`config.mk`:
```
export PLATFORM = sky130hd
export DESIGN_NAME = key_debounce_pair
export DESIGN_NICKNAME = d
export VERILOG_FILES = /design/src/rtl/key_debounce_pair.sv
export SDC_FILE = /design/constraint.sdc
export NUM_CORES = 1
export LEC_CHECK = 0
export ABC_CLOCK_PERIOD_IN_PS = 1200
export CORE_MARGIN = 4
export CORE_UTILIZATION = 25
export CTS_BUF_LIST = sky130_fd_sc_hd__clkbuf_2 sky130_fd_sc_hd__clkbuf_4 sky130_fd_sc_hd__clkbuf_8
export CTS_CLUSTER_DIAMETER = 100
export DETAILED_ROUTE_END_ITERATION = 7
export PLACE_DENSITY_LB_ADDON = 0.12
export SYNTH_ARGS = -nofsm -noshare
export SYNTH_HDL_FRONTEND = slang
export SYNTH_SLANG_ARGS = --single-unit
export TNS_END_PERCENT = 20
```
`constraint.sdc`:
```
create_clock -name clk -period 1.2 [get_ports clk]
set_input_delay 0.12 -clock clk [delete_from_list [all_inputs] [get_ports clk]]
set_output_delay 0.12 -clock clk [all_outputs]
set_load 0.05 [all_outputs]
```
`src/rtl/key_debounce_pair.sv`:
```
// Two-channel key debouncer: 2-flop synchronizer, stability counter and edge pulses per channel.
// Define KEY_DEBOUNCE_ACTIVE_LOW_EN to treat a low pin as pressed.
module key_debounce_pair #(
  parameter int STABLE_CYCLES = 4
) (
  input  logic       clk,
  input  logic       rst,
  input  logic [1:0] key_in,
  output logic [1:0] key_out,
  output logic [1:0] key_rise,
  output logic [1:0] key_fall
);

  localparam int CW = $clog2(STABLE_CYCLES + 1);
  localparam logic [CW-1:0] LAST = CW'(STABLE_CYCLES - 1);

  typedef enum logic {STABLE, PENDING} state_t;

  logic [1:0] key_pin;
  logic [1:0] sync0;
  logic [1:0] sync1;

`ifdef KEY_DEBOUNCE_ACTIVE_LOW_EN
  assign key_pin = ~key_in;
`else
  assign key_pin = key_in;
`endif

  always_ff @(posedge clk) begin
    if (rst) begin
      sync0 <= '0;
      sync1 <= '0;
    end else begin
      sync0 <= key_pin;
      sync1 <= sync0;
    end
  end

  for (genvar ch = 0; ch < 2; ch++) begin : g_chan
    state_t        state;
    state_t        state_nxt;
    logic [CW-1:0] cnt;
    logic [CW-1:0] cnt_nxt;
    logic          differ;
    logic          accept;
    logic          out_q;
    logic          rise_q;
    logic          fall_q;

    assign differ = sync1[ch] ^ out_q;

    // Any agreeing sample returns to STABLE and clears the count.
    always_comb begin
      state_nxt = STABLE;
      cnt_nxt   = '0;
      accept    = 1'b0;
      case (state)
        STABLE: begin
          if (differ) begin
            if (LAST == '0) begin
              accept = 1'b1;
            end else begin
              cnt_nxt   = CW'(1);
              state_nxt = PENDING;
            end
          end
        end
        PENDING: begin
          if (differ) begin
            if (cnt == LAST) begin
              accept = 1'b1;
            end else begin
              cnt_nxt   = cnt + 1'b1;
              state_nxt = PENDING;
            end
          end
        end
        default: ;
      endcase
    end

    always_ff @(posedge clk) begin
      if (rst) begin
        state  <= STABLE;
        cnt    <= '0;
        out_q  <= 1'b0;
        rise_q <= 1'b0;
        fall_q <= 1'b0;
      end else begin
        state  <= state_nxt;
        cnt    <= cnt_nxt;
        out_q  <= out_q ^ accept;
        rise_q <= accept & ~out_q;
        fall_q <= accept & out_q;
      end
    end

    assign key_out[ch]  = out_q;
    assign key_rise[ch] = rise_q;
    assign key_fall[ch] = fall_q;
  end

endmodule

```
* Word-level counts from Yosys, hierarchy flattened
Cells that the tools add are included.
** Word-level totals
- Register bits :: 18
- Output and inout port bits :: 6
- Logic and storage cells :: 50
** Operators by class
- $add $sub $neg :: 2
- Eq/ne operators :: 2
- Muxes and demuxes :: 22
- Bitwise gates (word level) :: 12
** Operators with widths (count)
- 1-bit two-way mux :: 14
- 3-bit two-way mux :: 4
- 3-bit case mux with 2 select lines :: 2
- 3-bit by 1-bit adder with 3-bit output (second input constant) :: 2
- 3-bit by 2-bit == test with 1-bit output (second input constant) :: 2
- 1-bit AND :: 4
- 1-bit NOT :: 4
- 1-bit case mux with 2 select lines :: 2
- 1-bit XOR :: 4

* Logic depth before layout (Yosys ltp)
Gate-level depths: netlist (run 1).
- Word-level depth :: 5
- Mapped depth :: 6
- Mapped depth without buffers :: 6

* Worst setup path after synthesis (run 1)
Ideal clock, no wire load.
- Path type :: register to register
- Start point :: reg g_chan[1].cnt[0]
- End point :: reg g_chan[1].fall_q
- Arrival time :: 1.100 ns
- Required time :: 1.086 ns
- Setup slack :: -0.014 ns
- Stages on the path, launching flop included :: 7
- Path through :: dfxtp_1 -> ha_1 -> ha_1 -> nand2_1 -> nor2_1 -> ha_1 -> and2b_1
** On the way
- Word-level cells in the longest chain between the ends :: 5
** RTL lines
- start: declaration :: RTL line 42 : logic [CW-1:0] cnt;
- start signal: assignment :: RTL line 91 : cnt <= cnt_nxt;
- 3-bit by 2-bit == test with 1-bit output :: RTL line 70 : if (cnt == LAST) begin
- 1-bit two-way mux :: RTL line 70
- 1-bit two-way mux :: RTL line 69 : if (differ) begin
- 1-bit two-way mux :: RTL line 57 : case (state)
- 1-bit AND :: RTL line 94 : fall_q <= accept & out_q;
- end signal: assignment :: RTL line 94
- end: declaration :: RTL line 48 : logic fall_q;
Every way passes these cells.
A chain may end at the register's enable or synchronous reset.

* Final worst setup path (run 1)
- Start point :: reg g_chan[1].cnt[0]
- End point :: reg g_chan[1].out_q
** On the way
- Word-level cells in the longest chain between the ends :: 5
** RTL lines
- 3-bit by 2-bit == test with 1-bit output :: RTL line 70
- 1-bit two-way mux :: RTL line 70
- 1-bit two-way mux :: RTL line 69
- 1-bit two-way mux :: RTL line 57
- 1-bit XOR :: RTL line 92 : out_q <= out_q ^ accept;
- end signal: assignment :: RTL line 92
- end: declaration :: RTL line 46 : logic out_q;
Every way passes these cells.

==> results of run 1 <==
## through the flow
stage	instance area, um2	setup TNS (ns)
finish	1050	0
global route	1050	-0.0969
CTS	1020	-0.00785
detailed placement	925	-0.291
global placement	925	-0.261
floorplan	734	-0.00993
## layout make-up
type | count | share of cell area
clock buffers | 3 | 0.0215
well taps | 31 | 0.0371
inverters | 4 | 0.0144
multi-input cells | 36 | 0.378
flip-flops and latches | 18 | 0.350
repair buffers | 15 | 0.199
## worst max-delay path: cells and delay by family (launching register included)
family | cells | cell delay (ns)
adder cells (fa/ha/maj) | 3 | 0.59
flip-flops | 1 | 0.37
AND/OR/NAND/NOR | 3 | 0.18
## state kept, by name, indices dropped and copies added (netlist names)
signal,cells
g_chan.cnt,6
g_chan.fall_q,2
g_chan.out_q,2
g_chan.rise_q,2
g_chan.state,2
sync0,2
sync1,2
## cells in the mapped netlist (all sizes together)
cell    instances
and2b           1
buf             7
dfxtp          18
ha              8
inv             4
nand2           2
nand2b          2
nor2            4
nor2b           7
nor3            2
nor3b           2
nor4            2
nor4b           2
o21a            2
xnor2           2
## power breakdown
group          internal (W)  switching (W)
combinational     0.0000294      0.0000212
clock              0.000116       0.000169
sequential         0.000605     0.00000609
## how the worst max path moves through the flow
stage,startpoint,end
after CTS,g_chan[1].cnt[0],g_chan[1].out_q
after floorplan,g_chan[0].cnt[0],g_chan[0].out_q
after global placement,g_chan[0].cnt[0],g_chan[0].rise_q
after global routing,g_chan[1].cnt[0],g_chan[1].out_q
final,g_chan[1].cnt[0],g_chan[1].out_q
after detailed placement,g_chan[1].cnt[0],g_chan[1].out_q
## cells in the final DEF (no fill, tap or decap)
cell type,Yosys,routed
and2b_1,1,1
buf_12,0,7
buf_4,6,5
clkbuf_4,0,3
clkdlybuf4s50_1,0,3
dfxtp_1,18,15
dfxtp_2,0,2
dfxtp_4,0,1
ha_1,8,2
ha_2,0,1
ha_4,0,5
inv_1,4,4
nand2_4,0,2
nand2b_1,2,2
nor2_1,4,2
nor2_4,0,2
nor2b_1,7,7
nor3_1,2,2
nor3b_1,2,2
nor4_1,1,1
nor4_2,1,1
nor4b_2,2,2
o21a_1,2,2
xnor2_1,1,1
xnor2_2,1,1
## timing repair
action                     4_1_cts  5_1_grt
pin swaps                        6        3
resized for setup               16        6
setup endpoints to repair        6        7
## cell families after synthesis
kind of cell    count (synthesis)
simple gates                   24
flops                          18
compound gates                  2
xor+xnor                        2
fa+ha+maj                       8
buf+inv                        11
## routing by layer
| metal | part of all wire | track usage |
|---|---|---|
| met1 | 0.49 | 0.0757 |
| met2 | 0.45 | 0.0855 |
| met3 | 0.043 | 0.0180 |
| met4 | 0.018 | 0.0569 |
| met5 | 0 | 0 |
==> results.md, run 1 <==
* Critical path type: reg -> reg
* Worst Hold Endpoint: sync0[1]
* Syn avg cell area at about 11 um2
* Top Ports at 10
* Post-synthesis compound-gate area fraction at 0.0205
* R2R cell count at 6
* CTS H-tree lvls at 1
* Max_cap viols at 0
* Worst Clk Skew at 0.000307 ns
* Max VDD drop at 0.583 mV
* Yosys top cell area share at 0.492
* Setup crit start kind: register
* Max transition margin at 0.791
* CTS root buf: clkbuf_4
* Tot GR Track Use at 0.0619
* Footprint of the multi-input gates at 395 um2
* Synth cell types at 18
* P_leak at 0.398 nW
* Setup ws final at between 0.006 and 0.007 ns
* Adder-cell share of the synthesized area at 0.137
* Worst hold path type: in -> reg
* Fin cells at approximately 110
* Mux share of post-synthesis cell area at 0
* Wirelength per Cell at around 9.0 um
* Number of port buffers at 9
* Unrepaired setup endpoints after global routing: true
* Crit Path Max Fanout at 3
* Pwr Total at ~0.00095 W
* Critical-path cell list: ha_4 -> ha_4 -> nand2_4 -> nor2_4 -> ha_1 -> nor2_1
* Synthesized cell area at between 700 and 800 um2
* Largest family of logic cells by synthesized area: simple AND/OR/NAND/NOR gates
* FF-to-FF Start: g_chan[1].cnt[0]
* Synth top area cells: dfxtp_1, ha_1, buf_4, nor2b_1, nor4b_2
* Post-Place Setup Slack at -0.0687 ns
* Die Area at just under 4000 um2
* Area delta synth->final at 42.9%
* PD cells at a little over 900 nW/um2
* Hold Fails Final Rpt at 0
* Period utilization at 0.994
* Worst-case clock buffer depth at 2
* Hold Crit Start: key_in[1]
* First-pass iteration count of the detailed router at 1
* Post-CTS Setup Bufs at 0
* Share of cells above drive strength 1 at 0.421
* Worst Path Required at around 1.4 ns
* Nets at 90
* #FFs+latches synth at 18
* GRT overflow at 0
* Clock slew at reported path FFs at around 0.10 ns
* CP arrival at between 1 and 1.5 ns
* Post-Synthesis Cells at 65
* Status: finished, final reports clean
* Num CTS Buffers at 3
* Largest net degree at the start of global routing at 12
* Placed cell count at 104
* FMAX at 838 MHz
* Core area at ~2800 um2
* Final core occ at 0.376
* Antenna-violating nets left at 0
* Chip height at 62.1 um
* FF-to-FF setup slack at a little under 0.007 ns
* Worst-skew pair later-pin latency at 0.28 ns
* Vias in the first global route at about 460
* Worst hold path cell count at 2
* Hold Buf Count CTS at 0
* Worst hold slack at 0.379 ns
* Cell Rows at 19
* First-pass GRT wire length at roughly 1900 um
* Dpl hpwl at around 730 um
* Vias/cell at about 4.0
* CP max-delay cell: dfxtp_4
* GPL Wtd Cong at roughly 0.63
* Max incr delay on CP at roughly 0.37 ns
* CTS tree: built
* Initial antenna violation count at 0
* Synthesis warning total at 0
* Worst Max-Slew Pin Slew at about 0.31 ns
* Crit Reg-Reg Endpoint: g_chan[1].out_q
* Fin. max-slew vios at 0
* # diodes at 0
* Setup violators final at 0
* Minimum clock period at 1.19 ns
* Sink Count at 18
* Detailed Route Iter0 Violations at 0
* Final-layout fill cell count at 276
* Residual DRC count at 0
* Sequential cell area fraction in the yosys report at 0.492
* Total number of vias at around 430
* Initial core utilization at 0.263
* CP most frequent cell: ha_4
* Storage cell area at between 300 and 400 um2
* Simple-Gate Fraction of Synth Area at 0.219
* XOR/XNOR share of the synthesized area at 0.0342
* Syn_nets at between 70 and 80
* Area leader, netlist: dfxtp_1
* Total routed wirelength at 967 um
* Endpoint type of the worst setup path: register
* Die width at 62.1 um
Note: power is estimated with default switching activity, not from simulation.
==> run 2: changes to the inputs <==
--- a/config.mk
+++ b/config.mk
@@ -11,7 +11,7 @@
 export CTS_BUF_LIST = sky130_fd_sc_hd__clkbuf_2 sky130_fd_sc_hd__clkbuf_4 sky130_fd_sc_hd__clkbuf_8
 export CTS_CLUSTER_DIAMETER = 100
 export DETAILED_ROUTE_END_ITERATION = 7
-export PLACE_DENSITY_LB_ADDON = 0.12
+export REMOVE_ABC_BUFFERS = 1
 export SYNTH_ARGS = -nofsm -noshare
 export SYNTH_HDL_FRONTEND = slang
 export SYNTH_SLANG_ARGS = --single-unit
==> run 2 against run 1 <==
Against the previous run: sequential share of layout area decreased by 0.82 points; highest routed layer unchanged; hold slack got worse by 0.0046 ns; final cell count increased by 0.93%; first-iteration DRC count increased by 7; sequential power about the same; register-to-register slack improved by 0.03 ns; flip-flop and latch count unchanged; maximum frequency increased by 2.4%; clock skew increased by 0.00050 ns; critical path type unchanged; core utilization increased by 0.90 points; clock power increased by 29%.
==> results.md, run 2 (same netlist as run 1, synthesis figures left out) <==
* Commonest non-fill, non-tap cell in the layout: dfxtp_1
* WP buf/inv at 0 (unchanged)
* Internal power at 0.000818 W (+8.9%)
* Max transition margin at 0.795 (+0.00411)
* First-pass iteration count of the detailed router at 3 (+2)
* Minimum clock period at 1.17 ns (-0.0276 ns)
* Sink Count at 18 (unchanged)
* Vias/cell at 4.04 (+0.69%)
* Clk network pwr share at 0.358 (+0.057)
* Hold Fails Final Rpt at 0 (unchanged)
* CP arrival at 1.40 ns (-0.02 ns)
* Core area at 2780 um2 (unchanged)
* Setup violators final at 0 (unchanged)
* P_leak at 0.400 nW (+0.66%)
* Post-Place Setup Slack at -0.0907 ns (-0.0220 ns)
* Residual DRC count at 0 (unchanged)
* Worst Path Required at 1.43 ns (about the same)
* CP max-delay cell: dfxtp_2
* Wirelength per Cell at 9.22 um (+2.0%)
* Vias in the first global route at 465 (+1.3%)
* Area delta synth->final at 46.3%
* Top Ports at 10 (unchanged)
* GR Util met2 at 0.0933 (+0.00777)
* Nets at 90 (unchanged)
* Top Usage Layer GRT: met2
* Share of cells above drive strength 1 at 0.494 (+0.0725)
* Detailed Route Iter0 Violations at 7 (+7)
* Worst hold path type: in -> reg
* Critical-path cell list: ha_4 -> ha_4 -> nand2_4 -> nor2_4 -> ha_1 -> nor2_1
* CP most frequent cell: ha_4
* Max incr delay on CP at 0.35 ns (-0.02 ns)
* Worst-case clock buffer depth at 2 (unchanged)
* Cell Rows at 19 (unchanged)
* Worst path top cell family by delay: adder cells
* Final core occ at 0.385 (+0.00900)
* Tot GR Track Use at 0.0603 (-0.00155)
* Hold Buf Count CTS at 0 (unchanged)
* Combinational share of power at 0.046 (-0.007)
* PD cells at 960 nW/um2 (+6.0%)
* Worst-skew pair later-pin latency at 0.29 ns (about the same)
* P_sw at 0.000210 W (+7.1%)
* Initial core utilization at 0.263 (unchanged)
* Met3 Use GR at 0.0180 (unchanged)
* Fin cells at 108 (+0.93%)
* Clock slew at reported path FFs at 0.10 ns (about the same)
* Setup ws final at 0.0344 ns (+0.0276 ns)
* # diodes at 0 (unchanged)
* Met1 Track Usage GR at 0.0678 (-0.00795)
* CTS root buf: clkbuf_4
* Commonest non-fill, non-tap cells in the layout: dfxtp_1, nor2b_1, buf_12, buf_4
* FMAX at 858 MHz (+2.4%)
* Die width at 62.1 um (unchanged)
* Endpoint type of the worst setup path: register
* Most flop-heavy register: g_chan.cnt
* First-pass GRT wire length at 1880 um (-0.37%)
* GRT overflow at 0 (unchanged)
* Worst Max-Slew Pin Slew at 0.306 ns (-0.00612 ns)
* Largest net degree at the start of global routing at 11 (-1)
* Antenna-violating nets left at 0 (unchanged)
* Max_cap viols at 0 (unchanged)
* Crit Path Max Fanout at 3 (unchanged)
* Status: finished, final reports clean
* GPL Wtd Cong at 0.607 (-3.5%)
* Die Area at 3860 um2 (unchanged)
* Worst Clk Skew at 0.000811 ns (+0.000504 ns)
* CTS tree: built
* Period utilization at 0.971 (-0.0230)
* Total number of vias at 436 (+1.6%)
* Fin. max-slew vios at 0 (unchanged)
* Critical path type: reg -> reg
* CTS H-tree lvls at 1 (unchanged)
* Placed cell count at 104 (unchanged)
* Max reg flops at 6 (unchanged)
* Total routed wirelength at 996 um (+3.0%)
* Unrepaired setup endpoints after global routing: true
* Sw Share at 0.205 (-0.00274)
* Chip height at 62.1 um (unchanged)
* Setup crit start kind: register
* Reg power frac at 0.597 (-0.048)
* Initial antenna violation count at 0 (unchanged)
* Number of port buffers at 9 (unchanged)
* Final-layout fill cell count at 259 (-6.2%)
* Num CTS Buffers at 3 (unchanged)
* Max VDD drop at 0.700 mV (+20%)
run 2: final timing paths:
| check | slack (ns) | from | endpoint | depth (start not counted) |
|---|---|---|---|---|
| setup / recovery | 0.03 | g_chan[1].cnt[0] | g_chan[1].out_q | 6 |
| hold / removal | 0.37 | key_in[0] | sync0[0] | 2 |
| setup reg to reg | 0.03 | g_chan[1].cnt[0] | g_chan[1].out_q | 6 |
| hold reg to reg | 0.44 | sync0[0] | sync1[0] | 1 |
run 2: stage by stage:
stage	hold slack (ns)	cell area, um2	power, W	setup TNS (ns)
after floorplan	0.191	676	0.000639	-1.53
after global placement	0.423	910	0.000668	-0.300
after detailed placement	0.425	910	0.000669	-0.417
after CTS	0.361	1040	0.00105	0
after global routing	0.356	1070	0.00109	-0.147
final	0.374	1070	0.00103	0
run 2: repair_timing:
item | 4_1_cts | 5_1_grt
gates resized for setup | 21 | 7
endpoints found under the hold margin | 0 | 0
endpoints found under the setup margin | 7 | 9
pin swaps | 5 | 7
setup buffers | 0 | 0
run 2: metal layers:
| metal | wire (um) | vias to the layer above |
|---|---|---|
| li1 | - | 228 |
| met1 | 433 | 194 |
| met2 | 483 | 10 |
| met3 | 56 | 4 |
| met4 | 23 | 0 |
| met5 | 0 | - |
run 2: power by group through the flow:
stage	logic, W	registers (W)	clock network [W]
3_5_place_dp	0.0000437	0.000625	0
2_1_floorplan	0.0000151	0.000624	0
5_1_grt	0.0000524	0.000616	0.000417
6_report	0.0000469	0.000614	0.000368
4_1_cts	0.0000465	0.000614	0.000389
3_3_place_gp	0.0000429	0.000625	0
run 2: cell type report:
cell class	count	area, um2	share of cell area
multi-input cells	36	419	0.391
flip-flops and latches	18	367	0.342
repair buffers	15	195	0.182
well taps	31	38.8	0.0362
clock buffers	4	36.3	0.0339
inverters	4	15.0	0.0140
==> run 3: changes to the inputs <==
--- a/config.mk
+++ b/config.mk
@@ -11,8 +11,9 @@
 export CTS_BUF_LIST = sky130_fd_sc_hd__clkbuf_2 sky130_fd_sc_hd__clkbuf_4 sky130_fd_sc_hd__clkbuf_8
 export CTS_CLUSTER_DIAMETER = 100
 export DETAILED_ROUTE_END_ITERATION = 7
+export MAX_ROUTING_LAYER = met4
 export REMOVE_ABC_BUFFERS = 1
 export SYNTH_ARGS = -nofsm -noshare
 export SYNTH_HDL_FRONTEND = slang
 export SYNTH_SLANG_ARGS = --single-unit
-export TNS_END_PERCENT = 20
+export TNS_END_PERCENT = 50
==> run 3 against run 2 <==
Against the previous run: first-iteration DRC count shrank 14%; worst setup slack barely moved; largest cell class unchanged; critical path type unchanged; die area did not move; design area unchanged; routed wire length is 0.40% higher.
==> results.md, run 3 (same netlist as run 1, synthesis figures left out) <==
* Status: finished, final reports clean
* CTS tree: built
* Worst Clk Skew at 0.000600 ns (-0.000211 ns)
* Top Ports at 10 (unchanged)
* Minimum clock period at 1.17 ns (-0.00000320 ns)
* Placed inst area at 910 um2 (unchanged)
* Tot GR Track Use at 0.0620 (+0.00167)
* Max incr delay on CP at 0.35 ns (about the same)
* P_leak at 0.400 nW (unchanged)
* Hold Crit Start: key_in[0]
* First-pass iteration count of the detailed router at 3 (unchanged)
* Max reg flops at 6 (unchanged)
* Max VDD drop at 0.701 mV (+0.14%)
* Reg power frac at 0.597 (about the same)
* Commonest non-fill, non-tap cell in the layout: dfxtp_1
* Core area at 2780 um2 (unchanged)
* Post-CTS Setup Bufs at 0 (unchanged)
* Detailed Route Iter0 Violations at 6 (-1)
* Share of cells above drive strength 1 at 0.494 (unchanged)
* Antenna-violating nets left at 0 (unchanged)
* Nets at 90 (unchanged)
* Wirelength per Cell at 9.26 um (+0.40%)
* GRT overflow at 0 (unchanged)
* Post-Layout Inst Area at 1070 um2 (unchanged)
* Total number of vias at 436 (unchanged)
* Die width at 62.1 um (unchanged)
* Commonest non-fill, non-tap cells in the layout: dfxtp_1, nor2b_1, buf_12, buf_4
* Worst-case clock buffer depth at 2 (unchanged)
* Sw Share at 0.205 (+0.000297)
* P_sw at 0.000211 W (+0.18%)
* Clock slew at reported path FFs at 0.10 ns (about the same)
* CP max-delay cell: dfxtp_2
* Period utilization at 0.971 (about the same)
* FF-to-FF Start: g_chan[1].cnt[0]
* Initial antenna violation count at 0 (unchanged)
* Worst hold path type: in -> reg
* Worst-skew pair later-pin latency at 0.29 ns (about the same)
* Crit Path Max Fanout at 3 (unchanged)
* Critical path type: reg -> reg
* First-pass GRT wire length at 1880 um (+0.37%)
* Residual DRC count at 0 (unchanged)
* CP most frequent cell: ha_4
* FMAX at 858 MHz (about the same)
* Setup ws final at 0.0344 ns (+0.00000320 ns)
* Hold Buf Count CTS at 0 (unchanged)
* Post-Place Setup Slack at -0.0907 ns (unchanged)
* Largest net degree at the start of global routing at 11 (unchanged)
* Max transition margin at 0.795 (unchanged)
* GPL Wtd Cong at 0.612 (+0.69%)
* Hold Fails Final Rpt at 0 (unchanged)
* Total routed wirelength at 1000 um (+0.40%)
* Worst Max-Slew Pin Slew at 0.306 ns (unchanged)
* Worst Path Required at 1.43 ns (about the same)
* CTS root buf: clkbuf_4
* Num CTS Buffers at 3 (unchanged)
* Vias in the first global route at 465 (unchanged)
* Chip height at 62.1 um (unchanged)
* Vias/cell at 4.04 (unchanged)
* Combinational share of power at 0.046 (about the same)
* Internal power at 0.000818 W (about the same)
* Unrepaired setup endpoints after global routing: true
* Setup violators final at 0 (unchanged)
* Setup crit start kind: register
* Sink Count at 18 (unchanged)
* Die Area at 3860 um2 (unchanged)
* Number of port buffers at 9 (unchanged)
* CTS H-tree lvls at 1 (unchanged)
* Max_cap viols at 0 (unchanged)
* Critical-path cell list: ha_4 -> ha_4 -> nand2_4 -> nor2_4 -> ha_1 -> nor2_1
* Initial core utilization at 0.263 (unchanged)
* Clk network pwr share at 0.358 (about the same)
* Endpoint type of the worst setup path: register
* Fin. max-slew vios at 0 (unchanged)
* Most flop-heavy register: g_chan.cnt
* Worst setup path start: g_chan[1].cnt[0]
* PD cells at 961 nW/um2 (about the same)
* CP arrival at 1.40 ns (about the same)
* Cell Rows at 19 (unchanged)
* Area delta synth->final at 46.3% (unchanged)
* # diodes at 0 (unchanged)
* FF-to-FF setup slack at 0.03 ns (about the same)
==> run 3: cell counts in the layout (fill, tap and decap cells not counted) <==
No cell type changed its count.
==> run 3: layout make-up <==
| class | count | area, um2 |
|---|---|---|
| multi-input cells | 36 | 419 |
| inverters | 4 | 15.0 |
| fillers | 259 | 1710 |
| clock buffers | 4 | 36.3 |
| repair buffers | 15 | 195 |
| well taps | 31 | 38.8 |
| flip-flops and latches | 18 | 367 |
==> run 3: path summary, 6_finish.rpt <==
kind,to,depth (start not counted)
max reg2reg,g_chan[1].out_q,6
min reg2reg,sync1[0],1
min,sync0[0],2
max,g_chan[1].out_q,6
==> run 3: critical path: cells and delay by family, from the launching register on <==
family                   cells  cell delay (ns)
adder cells (fa/ha/maj)      3             0.59
flip-flops                   1             0.35
AND/OR/NAND/NOR              3             0.18
==> run 3: timing repair <==
action | 4_1_cts | 5_1_grt
pin swaps | 5 | 7
gates resized for setup | 21 | 7
hold endpoints to repair | 0 | 0
endpoints found under the setup margin | 7 | 9
==> run 3: power groups by stage <==
| stage | clock [W] | sequential (W) | combinational [W] |
|---|---|---|---|
| after detailed placement | 0 | 0.000625 | 0.0000437 |
| after global placement | 0 | 0.000625 | 0.0000429 |
| after global routing | 0.000417 | 0.000616 | 0.0000524 |
| after CTS | 0.000389 | 0.000614 | 0.0000465 |
| after floorplan | 0 | 0.000624 | 0.0000151 |
| final | 0.000368 | 0.000614 | 0.0000470 |
==> run 3: metrics by stage <==
stage	hold WS (ns)	utilization	TNS, ns	std cells	total power (W)
finish	0.373	0.385	0	108	0.00103
global route	0.356	0.385	-0.147	108	0.00109
CTS	0.361	0.376	0	108	0.00105
detailed placement	0.425	0.327	-0.417	104	0.000669
global placement	0.423	0.327	-0.300	104	0.000668
floorplan	0.191	-	-1.53	58	0.000639
==> run 3: layer usage <==
metal  global-route usage  wire (um)
met2               0.0933        473
met4               0.0488         23
met3               0.0180         56
met5                    -          0
met1               0.0678        448
==> RTL change, RTL diff (settings of run 1) <==
The parameter `STABLE_CYCLES` goes from 4 to 2.
--- a/src/rtl/key_debounce_pair.sv
+++ b/src/rtl/key_debounce_pair.sv
@@ -3,3 +3,3 @@
 module key_debounce_pair #(
-  parameter int STABLE_CYCLES = 4
+  parameter int STABLE_CYCLES = 2
 ) (
Behaviour: not the same (Yosys sat finds a counterexample within 10 cycles, from zero or initial values and one cycle with rst high).
==> RTL change against run 1 <==
  * Die area shrank 9.4%
  * Worst setup slack gained 0.084 ns
  * Sequential cell count shrank 2
  * Global-route usage is essentially flat
  * Routed wire length shrank 11%
  * Cell area shrank 14%
  * Power shrank 0.23%
  * Fmax grew 7.6%
  * Area after synthesis shrank 11%
  * Critical endpoint is now g_chan[0].out_q$_SDFF_PP0_
  * Clock skew grew 0.0069 ns
==> RTL change: results (changes against run 1) <==
| Item | Reported | Unit | vs run 1 |
| --- | --- | --- | --- |
| Largest delay share family, worst path | adder cells | - | unchanged |
| Worst hold path startpoint | key_in[1] | - | unchanged |
| Most frequent cells after synthesis | dfxtp_1 (16), ha_1 (7), buf_4 (6) | - | was dfxtp_1 (18), ha_1 (8), nor2b_1 (7) |
| Slowest cell on the critical path | dfxtp_2 | - | was dfxtp_4 |
| Result of the run | complete, no violations | - | unchanged |
| Detailed-route wire length per cell | 8.40 | µm | was 9.04 µm |
| H-tree levels | 1 | - | unchanged |
| Largest net degree at the start of global routing | 11 | - | was 12 |
| Worst clock skew | 0.00724 | ns | was 0.000307 ns |
| GPL Wtd Cong | 0.645 | - | was 0.629 |
| Max transition margin | 0.854 | - | was 0.791 |
| NumNets Final | 85 | - | was 90 |
| Proportion of layout cells with a drive suffix above 1 | 0.397 | - | was 0.421 |
| Largest register FFs | 4 | - | was 6 |
| Clock latency at the later pin of the worst-skew pair | 0.28 | ns | about the same |
| Pleak | 0.359 | nW | was 0.398 nW |
| Total instance count after detailed placement | 98 | - | was 104 |
| TritonCTS Buffers | 3 | - | unchanged |
| End of the worst register-to-register path | g_chan[0].out_q$_SDFF_PP0_ | - | was g_chan[1].out_q$_SDFF_PP0_ |
| Number of detailed-routing iterations run before antenna repair | 2 | - | was 1 |
| Internal power | 0.000754 | W | was 0.000751 W |
| HPWL after detailed placement | 620 | µm | was 729 µm |
| Maximum VDD drop | 625 | µV | was 583 µV |
| Seq. pwr | 0.000546 | W | was 0.000612 W |
| End point of the most critical hold path | sync0[1]$_SDFF_PP0_ | - | unchanged |
| Count of vias placed by the detailed router | 380 | - | was 429 |
| Signal arrival time at the worst endpoint | 1.33 | ns | was 1.42 ns |
| Total detailed-routing wirelength | 865 | µm | was 967 µm |
| Part of the Yosys area used for sequential elements | 0.490 | - | was 0.492 |
| GRT Resource Usage Total | 0.0622 | - | was 0.0619 |
| Initial drt markers | 2 | - | was 0 |
| Primary FF master, synth | dfxtp_1 | - | unchanged |
| Delay of the slowest cell on the worst path | 0.33 | ns | was 0.37 ns |
| R2R Path Start | g_chan[0].cnt[1]$_SDFF_PP0_ | - | was g_chan[1].cnt[0]$_SDFF_PP0_ |
| R2R setup slack | 0.09 | ns | was 0.007 ns |
| Filler Cell Count | 267 | - | was 276 |
| Number of instances in the synthesized netlist | 60 | - | was 65 |
| Net Count, Synth | 71 | - | was 77 |
| Wire length of the first global-routing pass | 1570 | µm | was 1880 µm |
| Count of distinct cell types in the synthesized netlist | 15 | - | was 18 |
| Worst-path fanout max | 2 | - | was 3 |
| Leading cell types by total area after synthesis | dfxtp_1 (49%), ha_1 (13%), buf_4 (6.9%), and2b_1 (5.7%), nor4_2 (3.8%) | - | was dfxtp_1 (49%), ha_1 (14%), buf_4 (6.2%), nor2b_1 (6.0%), nor4b_2 (4.1%) |
| Power of the combinational group | 0.0000467 | W | was 0.0000506 W |
==> RTL change: cell count changes in the layout (fill, tap and decap cells not counted), moves of 3 or more <==
cell	delta
and2b_1	+4
ha_4	-4
nor2b_1	-4
ha_1	+3
==> RTL change: cell families after synthesis <==
| group | share of synthesized area |
|---|---|
| buffers and inverters | 0.109 |
| adders and majority gates | 0.134 |
| DFF | 0.490 |
| AOI/OAI and AO/OA | 0.0230 |
| and+or+nand+nor | 0.216 |
| xor gates and xnor gates | 0.0268 |
==> RTL change: through the flow <==
step           hold slack [ns]  setup TNS (ns)  worst slack [ns]  instance area (µm²)  total power [W]
3_3_place_gp             0.416               0            0.0826                  830         0.000602
3_5_place_dp             0.420               0            0.0544                  830         0.000602
2_1_floorplan            0.192               0            0.0523                  653         0.000580
6_report                 0.403               0            0.0910                  900         0.000945
5_1_grt                  0.406        -0.00638          -0.00638                  900         0.000992
4_1_cts                  0.397               0            0.0245                  866         0.000964
==> RTL change: area by class of cell <==
class                           count  area, µm²  share of cell area
Multi-Input combinational cell     33        284               0.316
Clock buffer                        4       36.3              0.0403
Sequential cell                    16        324               0.360
Timing Repair Buffer               16        203               0.225
Inverter                            4       15.0              0.0167
Tap cell                           30       37.5              0.0417
==> RTL change: routing by layer <==
layer | up-vias | part of all wire | track usage
met3 | 4 | 0.059 | 0.0218
met2 | 8 | 0.42 | 0.0852
met5 | - | 0 | 0
met1 | 159 | 0.49 | 0.0743
li1 | 209 | - | -
met4 | 0 | 0.030 | 0.0583
==> RTL change: repair_timing <==
action | in CTS | in global routing
buffers inserted | 0 | 1
setup endpoints to repair | 0 | 5
gates resized for setup | 0 | 11
